$ cat src/rtl/scan_chain_loader.sv
// Serialises host configuration words onto an SRL scan chain, gating CE so exactly
// CHAIN_LEN bits shift per load. Define SCAN_READBACK_EN to capture SOUT for readback.
module scan_chain_loader #(
    parameter int CHAIN_LEN = 992,
    parameter int WORD_W    = 32,
    parameter int CNT_W     = 10
) (
    input  logic              CLK,
    input  logic              RST_N,
    input  logic              START,
    input  logic [WORD_W-1:0] DIN,
    input  logic              DIN_VALID,
    output logic              DIN_READY,
    output logic              CE,
    output logic              SIN,
    input  logic              SOUT,
    output logic              BUSY,
    output logic              DONE,
    output logic [CNT_W-1:0]  BIT_CNT
`ifdef SCAN_READBACK_EN
    ,
    output logic [WORD_W-1:0] RB_DATA,
    output logic              RB_VALID
`endif
);

    typedef enum logic [1:0] {IDLE, WAIT_WORD, SHIFT, FINISH} state_t;

    localparam int                WB_W      = (WORD_W > 1) ? $clog2(WORD_W) : 1;
    localparam logic [CNT_W-1:0]  LAST_BIT  = CNT_W'(CHAIN_LEN - 1);
    localparam logic [WB_W-1:0]   LAST_WBIT = WB_W'(WORD_W - 1);

    state_t            state_q, state_d;
    logic [WORD_W-1:0] sreg_q, sreg_d;
    logic [CNT_W-1:0]  bit_cnt_q, bit_cnt_d;
    logic [WB_W-1:0]   wbit_q, wbit_d;
    logic              ce_q, ce_d;
    logic              sin_q, sin_d;
    logic              din_ready_q, din_ready_d;
    logic              busy_q, busy_d;
    logic              done_q, done_d;
    logic              chain_end, word_end;

    // Words start on word boundaries, so the chain end also ends the (partial) last word.
    assign chain_end = (bit_cnt_q == LAST_BIT);
    assign word_end  = (wbit_q == LAST_WBIT) || chain_end;

    always_ff @(posedge CLK) begin
        if (!RST_N) begin
            state_q     <= IDLE;
            sreg_q      <= '0;
            bit_cnt_q   <= '0;
            wbit_q      <= '0;
            ce_q        <= 1'b0;
            sin_q       <= 1'b0;
            din_ready_q <= 1'b0;
            busy_q      <= 1'b0;
            done_q      <= 1'b0;
        end else begin
            state_q     <= state_d;
            sreg_q      <= sreg_d;
            bit_cnt_q   <= bit_cnt_d;
            wbit_q      <= wbit_d;
            ce_q        <= ce_d;
            sin_q       <= sin_d;
            din_ready_q <= din_ready_d;
            busy_q      <= busy_d;
            done_q      <= done_d;
        end
    end

    always_comb begin
        state_d = state_q;
        case (state_q)
            IDLE:      if (START) state_d = WAIT_WORD;
            WAIT_WORD: if (DIN_VALID) state_d = SHIFT;
            SHIFT:     if (word_end) state_d = chain_end ? FINISH : WAIT_WORD;
            FINISH:    state_d = IDLE;
            default:   state_d = IDLE;
        endcase
    end

    always_comb begin
        sreg_d    = sreg_q;
        bit_cnt_d = bit_cnt_q;
        wbit_d    = wbit_q;
        case (state_q)
            IDLE: if (START) bit_cnt_d = '0;
            WAIT_WORD: begin
                if (DIN_VALID) begin
                    sreg_d = DIN;
                    wbit_d = '0;
                end
            end
            SHIFT: begin
                sreg_d    = sreg_q >> 1;
                bit_cnt_d = bit_cnt_q + 1'b1;
                wbit_d    = wbit_q + 1'b1;
            end
            default: ;
        endcase
    end

    // Outputs are decoded from the next state so every port comes straight off a flop.
    always_comb begin
        din_ready_d = (state_d == WAIT_WORD);
        ce_d        = (state_d == SHIFT);
        sin_d       = ce_d & sreg_d[0];
        busy_d      = (state_d != IDLE);
        done_d      = (state_d == FINISH);
    end

    assign DIN_READY = din_ready_q;
    assign CE        = ce_q;
    assign SIN       = sin_q;
    assign BUSY      = busy_q;
    assign DONE      = done_q;
    assign BIT_CNT   = bit_cnt_q;

`ifdef SCAN_READBACK_EN
    logic [WORD_W-1:0] cap_q, cap_d;
    logic [WORD_W-1:0] rb_data_q, rb_data_d;
    logic              rb_valid_q, rb_valid_d;

    always_ff @(posedge CLK) begin
        if (!RST_N) begin
            cap_q      <= '0;
            rb_data_q  <= '0;
            rb_valid_q <= 1'b0;
        end else begin
            cap_q      <= cap_d;
            rb_data_q  <= rb_data_d;
            rb_valid_q <= rb_valid_d;
        end
    end

    // SOUT is sampled on the same edges that shift the chain, so it sees the old contents.
    always_comb begin
        cap_d      = cap_q;
        rb_data_d  = rb_data_q;
        rb_valid_d = 1'b0;
        if (state_q == WAIT_WORD && DIN_VALID) cap_d = '0;
        if (state_q == SHIFT) begin
            cap_d[wbit_q] = SOUT;
            if (word_end) begin
                rb_data_d  = cap_d;
                rb_valid_d = 1'b1;
            end
        end
    end

    assign RB_DATA  = rb_data_q;
    assign RB_VALID = rb_valid_q;
`else
    logic sout_unused;
    assign sout_unused = SOUT;
`endif

endmodule

$ cat config.mk
export PLATFORM = sky130hd
export DESIGN_NAME = scan_chain_loader
export DESIGN_NICKNAME = d
export VERILOG_FILES = /design/src/rtl/scan_chain_loader.sv
export SDC_FILE = /design/constraint.sdc
export NUM_CORES = 1
export LEC_CHECK = 0
export CAP_MARGIN = 20
export CELL_PAD_IN_SITES_DETAIL_PLACEMENT = 1
export CELL_PAD_IN_SITES_GLOBAL_PLACEMENT = 2
export CORE_ASPECT_RATIO = 1.5
export CORE_UTILIZATION = 34
export CTS_BUF_LIST = sky130_fd_sc_hd__clkbuf_4 sky130_fd_sc_hd__clkbuf_8
export DETAILED_ROUTE_END_ITERATION = 10
export PLACE_DENSITY_LB_ADDON = 0.1
export SKIP_LAST_GASP = 1
export SYNTH_ARGS = -nofsm -noshare
export SYNTH_HDL_FRONTEND = slang
export SYNTH_SLANG_ARGS = --single-unit
$ cat constraint.sdc
create_clock -name CLK -period 5.55 [get_ports CLK]
set_clock_uncertainty 0.15 [all_clocks]
set_input_delay 1.3875 -clock CLK [delete_from_list [all_inputs] [get_ports CLK]]
set_output_delay 1.3875 -clock CLK [all_outputs]
set_load 0.005 [all_outputs]
# After elaboration in Yosys (flattened, before gate mapping)
# Index checks and enable logic that the tools add are counted.
classes:
  n_mux: 11
  add_sub_neg: 2
  n_eq_ne: 10
  n_bitwise: 1
  reduce_logical: 7
op_table:
  columns: ["op", "count"]
  rows:
  - ["$pmux 32 s2", 1]
  - ["$mux 32", 1]
  - ["$pmux 10 s2", 1]
  - ["$add 10x1->10 const B", 1]
  - ["$eq 10x10->1 const B", 1]
  - ["$mux 10", 1]
  - ["$pmux 5 s2", 1]
  - ["$eq 2x2->1 const B", 4]
  - ["$mux 2", 4]
  - ["$pmux 2 s4", 1]
  - ["$reduce_bool 2->1", 3]
  - ["$add 5x1->5 const B", 1]
  - ["$eq 5x5->1 const B", 1]
  - ["$mux 5", 1]
  - ["$eq 2x1->1 const B", 2]
  - ["$ne 2x2->1 const B", 2]
  - ["$reduce_and 2->1", 2]
  - ["$logic_not 2->1", 1]
  - ["$and 1x1->1", 1]
  - ["$logic_or 1x1->1", 1]
totals:
  output_inout_bits: 15
  regBits: 54
  word_cells: 41
  inputBits: 37

# Longest topological paths before layout
# Gate-level depths: netlist of run 1.
depth:
  ltp_word: 6
  depth_mapped: 8
  ltp_nobuf: 7

# Worst setup path before layout of run 1
# Ideal clock, no wire load.
synth_path:
  path_kind: "input-to-reg"
  from: "in DIN_VALID"
  to: "reg sreg_q[27]"
  cell_stages: 5
  path_buffers: 1
  t_arrival_ns: 2.229
  setup_slack_ns: 3.044
  required_time_ns: 5.272
  setup_time_ns: 0.128
  cell_sequence: "mux2i_2 nor2_1 clkbuf_1 a22oi_1 nor2_1"
synth_between:
  elab_chain_cells: 2
synth_rtl:
  columns: ["element", "line_no", "text"]
  rows:
  - ["start: declaration", "12", "input logic DIN_VALID,"]
  - ["$ne 2x2->1 (no source line)", null, null]
  - ["$reduce_and 2->1 (no source line)", null, null]
  - ["end signal: assignment", "61", "sreg_q <= sreg_d;"]
  - ["end: declaration", "34", "logic [WORD_W-1:0] sreg_q, sreg_d;"]
# Every way passes these cells.
# A chain may end at the register's enable or synchronous reset.

# Worst setup path in the final report of run 1
layout_path:
  from: "in DIN_VALID"
  to: "reg sreg_q[9]"
# Same word-level chain as after synthesis.

==> results of run 1 <==
==> power groups by stage <==
stage                     Combinational [uW]  Sequential, uW  Clock, uW
after floorplan                         37.0             400          0
after global placement                  78.4             400          0
after CTS                               78.9             391        247
after detailed placement                78.5             400          0
final                                   77.4             391        236
after global routing                    84.0             392        262
==> layout by cell type (no fill, tap or decap), types with 4 or more instances in the layout <==
cell type and instances:
a21oi_1 4, a22o_1 30, a22oi_1 31, a32oi_1 4
buf_4 5, clkbuf_8 6, clkdlybuf4s50_1 50, dfxtp_1 54
ha_1 6, inv_1 5, nand2_1 8, nand2b_1 6
nand3_1 7, nor2_1 47, o21ai_0 5, xnor2_1 5
==> critical path, delay by kind of cell <==
family,cells,cell delay [ps]
buffers and inverters,2,930
and+or+nand+nor,2,550
AOI/OAI and AO/OA,2,230
==> routing by layer <==
metal	vias to the layer above	GRT usage [%]	part of all wire, %
li1	1062	-	-
met1	1050	18.7	42
met4	0	5.14	1.1
met2	36	32.2	54
met5	-	0	0
met3	5	2.96	3.1
==> cell type report <==
class	instances	area (um^2)	area share [%]
sequential	54	1080	35.0
tap	78	97.6	3.16
inverter	6	22.5	0.730
clock inverter	1	5.00	0.162
multi-input combinational	188	1250	40.6
timing repair buffer	55	538	17.4
clock buffer	7	90.1	2.92
==> cells by family after synthesis <==
logic type,after synthesis
adder cells (fa/ha/maj),6
buffers and inverters,26
AND/OR/NAND/NOR,91
AO/OA/AOI/OAI,80
flip-flops,54
XOR/XNOR,8
multiplexers,3
==> registers in the layout, summed over array words and instances (netlist names) <==
register	cells
CE	1
DIN_READY	1
BUSY	1
DONE	1
BIT_CNT	10
wbit_q	5
sreg_q	32
SIN	1
state_q	2
==> per-stage QoR <==
step	cell area (um^2)	total power, uW	util (%)
2_1_floorplan	2430	437	-
3_3_place_gp	2990	479	43.4
3_5_place_dp	2990	479	43.4
4_1_cts	3090	717	44.7
5_1_grt	3090	737	44.7
6_report	3090	704	44.7
==> synth_stat cells <==
cell / count / area share [%]
nor4b_2: 1 / 0.62
nand3b_1: 2 / 0.62
a21oi_1: 4 / 0.82
nand3_1: 7 / 1.4
o32a_1: 1 / 0.41
nor3b_1: 1 / 0.31
and3b_1: 1 / 0.36
a22o_1: 30 / 11
dfxtp_1: 54 / 44
nor4_1: 2 / 0.51
o21a_2: 1 / 0.36
nor2_1: 48 / 7.4
a211oi_1: 1 / 0.31
nand2b_1: 6 / 1.5
o31ai_1: 2 / 0.62
mux2i_2: 1 / 0.57
o21ai_0: 5 / 1.0
clkinv_1: 1 / 0.15
a32oi_1: 4 / 1.4
nor2b_1: 2 / 0.51
or4_1: 1 / 0.31
nand4_1: 3 / 0.77
inv_1: 5 / 0.77
nor3_1: 3 / 0.62
and3_1: 3 / 0.77
xnor2_1: 5 / 1.8
and2_1: 2 / 0.51
o21ai_1: 1 / 0.21
mux2i_1: 1 / 0.41
xor2_1: 3 / 1.1
clkbuf_1: 17 / 2.6
buf_4: 3 / 0.93
ha_1: 6 / 3.1
mux2_2: 1 / 0.46
nand2_1: 8 / 1.2
nand4_2: 1 / 0.51
a22oi_1: 31 / 9.6
==> path summary, 6_finish.rpt <==
path,from,endpoint,slack [ps],cells after the start
worst max-delay path,DIN_VALID,sreg_q[9],2530,6
worst min-delay path,wbit_q[0],wbit_q[0],340,2
worst max register to register,state_q[0],BIT_CNT[7],3150,7
worst min register to register,wbit_q[0],wbit_q[0],340,2
==> metrics.md, run 1 <==
| Metric | Value |
|---|---|
| Compound-gate portion of the synthesized area | about a quarter |
| Xor/xnor share of the synthesized area | 2.88% |
| Overall global routing resource usage | between 15 and 20% |
| Final GP Congestion | slightly above 0.7 |
| Vias per cell | between 5 and 6 |
| Clock tree buffer depth | 2 |
| Antenna Violating Nets Remaining | 0 |
| Max Slew Vio Count | 0 |
| CTS tree | yes |
| Final std cells w/o fill | 389 |
| Setup Crit Path Kind | in2reg |
| Post-synthesis mux area share | under 10% |
| FP Rows | 37 |
| Synth Net Count | between 300 and 400 |
| Pin count of the biggest net entering global routing | 45 |
| Ports | 52 |
| Synth Area in Simple Gates | 18.1% |
| # resized after CTS | 0 |
| CP peak stage delay | 570 ps |
| Sw frac | approximately 24% |
| Final period util | between 50% and 60% |
| Area delta synth->final | 27.0% |
| Pint | around 540 uW |
| Placement Setup Slack | around 2200 ps |
| Crit end category | flip-flop |
| First-pass GRT wire length | 10200 um |
| Die Width | between 70 and 80 um |
| Share of layout cells above drive strength 1 | 6.11% |
| Initial Utilization | about a third |
| DRC Markers | 4 |
| Fmax | approximately 0.33 GHz |
| Synth cell types | 37 |
| Antenna violations before repair | 0 |
| Startpoint Class | primary input |
| Slew @ Worst Pin | approximately 660 ps |
| Fin Hold WS | 345 ps |
| Register clock-pin slew on the reported worst setup and hold paths | around 100 ps |
| CTS Buf Count | 5 |
| Final setup violation count | 0 |
| Psw | approximately 170 uW |
| RSZ-0062 raised after global routing | no |
| Total Wirelength | 6030 um |
| Max VDD drop | between 0.1 and 0.15 mV |
| # fillers | about 790 |
| Number of setup buffers added after CTS | 0 |
| Clock network fraction of design power | 33.5% |
| Mapped cell area | between 2000 and 2500 um^2 |
| Die height | around 110 um |
| Part of the Yosys area used for sequential elements | ~44% |
| Post-DP HPWL | roughly 4100 um |
| DR iter-0 viols | 45 |
| Shortest period the worst path allows | between 3000 and 4000 ps |
| Sequential Power Share | between 50 and 60% |
| Synth Register Bits | between 50 and 60 |
| Number of max-cap violations | 0 |
| Vias | roughly 2200 |
| Die ar. | between 7000 and 8000 um^2 |
| Core Footprint | roughly 7000 um^2 |
| Slew headroom | a little over half |
| Largest family of logic cells by synthesized area | compound AO/OA/AOI/OAI gates |
| CP Max Fanout | 23 |
| Clock tree root driver cell | clkbuf_8 |
| Gate power share | about 11% |
| Cells along the critical path | clkdlybuf4s50_1 > and2_1 > buf_4 > a22o_1 > a22oi_1 > nor2_1 |
| Slowest-stage cell, CP | clkdlybuf4s50_1 |
| Cells after Synth | between 200 and 300 |
| I/O Buffers | 50 |
| Global route overflow | 0 |
| Vias in the first global route | roughly 2200 |
| Status | finished, violations left |
| WP data arrival | 3110 ps |
| Leak | 0.00110 uW |
| PwrDens | 228 nW/um^2 |
| YS warnings | 0 |
| Clk Latency, worst-skew pair | ~300 ps |
| Failing checks | design-rule violations |
| Adder-cell share of the synthesized area | around 3.1% |
| Routed length per instance | ~16 um |
| Fin. Hold Viols | 0 |
| Pre-Repair DR Iteration Count | 10 |
| H-tree levels | 2 |
| Placed Cells | around 380 |
| Final #Nets | 353 |
| Data required time of the worst path | between 5000 and 6000 ps |
| Setup TNS | 0 ps |
| Hold buffers post-CTS | 0 |
| Avg Cell Area, Syn | between 9 and 10 um^2 |
| Clk sinks | between 50 and 60 |
| Setup ws final | around 2500 ps |
| Worst Hold Class | reg2reg |
| # diodes | 0 |
No activity file was read; power rests on OpenSTA's default activity.
==> run 2, diff against run 1 <==
--- a/config.mk
+++ b/config.mk
@@ -9,7 +9,7 @@
 export CELL_PAD_IN_SITES_DETAIL_PLACEMENT = 1
 export CELL_PAD_IN_SITES_GLOBAL_PLACEMENT = 2
 export CORE_ASPECT_RATIO = 1.5
-export CORE_UTILIZATION = 34
+export CORE_UTILIZATION = 28
 export CTS_BUF_LIST = sky130_fd_sc_hd__clkbuf_4 sky130_fd_sc_hd__clkbuf_8
 export DETAILED_ROUTE_END_ITERATION = 10
 export PLACE_DENSITY_LB_ADDON = 0.1
==> constraint.sdc (replaced) <==
create_clock -name CLK -period 2.6 [get_ports CLK]
set_clock_uncertainty 0.15 [all_clocks]
set_input_delay 0.65 -clock CLK [delete_from_list [all_inputs] [get_ports CLK]]
set_output_delay 0.65 -clock CLK [all_outputs]
set_load 0.005 [all_outputs]
==> run 2 against run 1 <==
Compared with the run above:
- the flow now finishes without violations
- first-iteration DRC count grew 24%
- power increased by 120%
- clock-buffer cell count stayed put
- non-clock buffer count rose by 5
- combinational power up 120%
- critical path type is now reg2reg
- largest cell class unchanged
- largest power group unchanged
==> metrics.md, run 2 (synthesized netlist as in run 1, its figures left out) <==
| Metric | Value |
|---|---|
| Status | finished clean |
| Antenna violations before repair | 0 (unchanged) |
| Setup Crit Path Kind | reg2reg |
| # diodes | 0 (unchanged) |
| Crit end category | flip-flop |
| CTS tree | yes |
| Multi-input logic area | 1250 um^2 (unchanged) |
| Number of max-cap violations | 0 (unchanged) |
| Area delta synth->final | 30.5% |
| Final #Nets | 358 (+1.4%) |
| R2R depth | 7 (unchanged) |
| Hold buffers post-CTS | 0 (unchanged) |
| Top delay family on crit path | simple AND/OR/NAND/NOR gates |
| Ports | 52 (unchanged) |
| Register clock-pin slew on the reported worst setup and hold paths | 100 ps (about the same) |
| First-pass GRT wire length | 10900 um (+7.0%) |
| Register Area | 1080 um^2 (unchanged) |
| PwrDens | 479 nW/um^2 (+110%) |
| Startpoint Class | flip-flop |
| Slew @ Worst Pin | 603 ps (-55.9 ps) |
| Slew headroom | 58.6% (+3.8 points) |
| # fillers | 1004 (+26%) |
| Vias | 2174 (+0.98%) |
| Clock tree buffer depth | 2 (unchanged) |
| Share of layout cells above drive strength 1 | 7.59% (+1.5 points) |
| Worst setup path startpoint | state_q[0] |
| Total Wirelength | 6430 um (+6.7%) |
| Final period util | slightly below 90% |
| Clock tree root driver cell | clkbuf_8 |
| Vias in the first global route | 2263 (+4.4%) |
| I/O Buffers | 50 (unchanged) |
| Die ar. | 9070 um^2 (+21%) |
| R2R Path End | sreg_q[20] |
| Fmax | between 0.4 and 0.5 GHz |
| Die Width | 78.1 um (+9.9%) |
| Slowest-stage cell, CP | nor2_2 |
| Clk Latency, worst-skew pair | 310 ps (about the same) |
| RSZ-0062 raised after global routing | no |
| Hold_sp | wbit_q[0] |
| Leak | 0.00113 uW (+2.5%) |
| DRC Markers | 0 (-4) |
| Clk sinks | 54 (unchanged) |
| Die height | 116 um (+10%) |
| Core Footprint | 8410 um^2 (+22%) |
| Fin. Hold Viols | 0 (unchanged) |
| Global route overflow | 0 (unchanged) |
| Pre-Repair DR Iteration Count | 4 (-6) |
| Antenna Violating Nets Remaining | 0 (unchanged) |
| Vias per cell | 5.14 (-7.1%) |
| Most frequent cells in the layout | 54 x dfxtp_1, 50 x clkdlybuf4s50_1, 47 x nor2_1, 31 x a22oi_1, 30 x a22o_1 |
| Routed length per instance | 15.2 um (-1.9%) |
| Total power draw | 1520 uW (+120%) |
| Max VDD drop | 0.182 mV (+35%) |
| Number of setup buffers added after CTS | 0 (unchanged) |
| Biggest register | sreg_q |
| Initial Utilization | 28.9% (-6.3 points) |
| Hold Path End | wbit_q[0] |
| Final std cells w/o fill | 423 (+8.7%) |
| Final design utilization | 37.7% (-7.0 points) |
| Post-DP HPWL | 4370 um (+7.8%) |
| Pin count of the biggest net entering global routing | 37 (-18%) |
| Shortest period the worst path allows | 2250 ps |
| Commonest non-fill, non-tap cell in the layout | dfxtp_1 |
| Data required time of the worst path | 2700 ps (-2940 ps) |
| Hold path depth | 2 (unchanged) |
| Final setup violation count | 0 (unchanged) |
| Final GP Congestion | 0.716 (+0.29%) |
| CTS Buf Count | 5 (unchanged) |
| DR iter-0 viols | 56 (+24%) |
| Cells along the critical path | inv_1 > ha_1 > mux2i_4 > nor2_2 > buf_12 > a22oi_1 > nor2_1 |
| H-tree levels | 2 (unchanged) |
| Setup TNS | 0 ps (unchanged) |
| Reg2reg start | state_q[0] |
| CP Max Fanout | 19 (-17%) |
| Max Slew Vio Count | 0 (unchanged) |
| WP data arrival | 2360 ps (-750 ps) |
| Overall global routing resource usage | 15.4% (-1.5 points) |
| Worst Hold Class | reg2reg |
| # resized after CTS | 0 (unchanged) |
| CP peak stage delay | 520 ps (-50 ps) |
| Worst R2R Setup Slack | 350 ps (-2800 ps) |
| CP bufs+invs | 2 (unchanged) |
| FP Rows | 41 (+11%) |
| Placed Cells | 415 (+8.9%) |
| Fin Hold WS | 350 ps (+4.95 ps) |
| Largest register FFs | 32 (unchanged) |
run 2: cell types whose count changed in the layout (fill, tap and decap cells not counted), sizes merged:
| cell | delta |
|---|---|
| buf | +5 |
run 2: layout make-up:
| cell class | count | share of cell area (%) |
|---|---|---|
| clock buffer | 7 | 2.84 |
| multi-input combinational | 188 | 39.5 |
| sequential | 54 | 34.1 |
| tap | 107 | 4.22 |
| clock inverter | 1 | 0.158 |
| inverter | 6 | 0.710 |
| timing repair buffer | 60 | 18.5 |
run 2: power by group:
group	switching [uW]	internal, uW
sequential	3.50	832
combinational	83.9	89.7
clock	286	226
total	373	1150
run 2: worst register-to-register path, cell delays in order, from the launching register on:
cell,delay (ps)
dfxtp_1,370
inv_1,100
ha_1,490
mux2i_4,130
nor2_2,520
buf_12,240
a22oi_1,80
nor2_1,110
run 2: worst max-delay path by stage:
stage	end	depth (start not counted)
after floorplan	SIN	7
after global placement	sreg_q[21]	6
after detailed placement	sreg_q[15]	6
after CTS	sreg_q[26]	7
after global routing	sreg_q[23]	7
final	sreg_q[20]	7
run 2: per-stage QoR:
step           area [um^2]  setup WS, ps
2_1_floorplan         2430           639
5_1_grt               3170           124
3_5_place_dp          3080          81.3
6_report              3170           347
4_1_cts               3170           322
3_3_place_gp          3080          65.7
run 2: per-layer routing:
layer | GRT usage [%] | vias to the layer above | part of all wire [%]
li1 | - | 1068 | -
met3 | 3.13 | 6 | 2.9
met1 | 16.9 | 1064 | 43
met4 | 5.80 | 0 | 1.5
met5 | 0 | - | 0
met2 | 28.8 | 36 | 53
==> run 3, diff against run 2 <==
--- a/config.mk
+++ b/config.mk
@@ -17,3 +17,4 @@
 export SYNTH_ARGS = -nofsm -noshare
 export SYNTH_HDL_FRONTEND = slang
 export SYNTH_SLANG_ARGS = --single-unit
+export TNS_END_PERCENT = 100
==> results of run 3 <==
Final layout, timing and power as in run 2 (identical DEF).
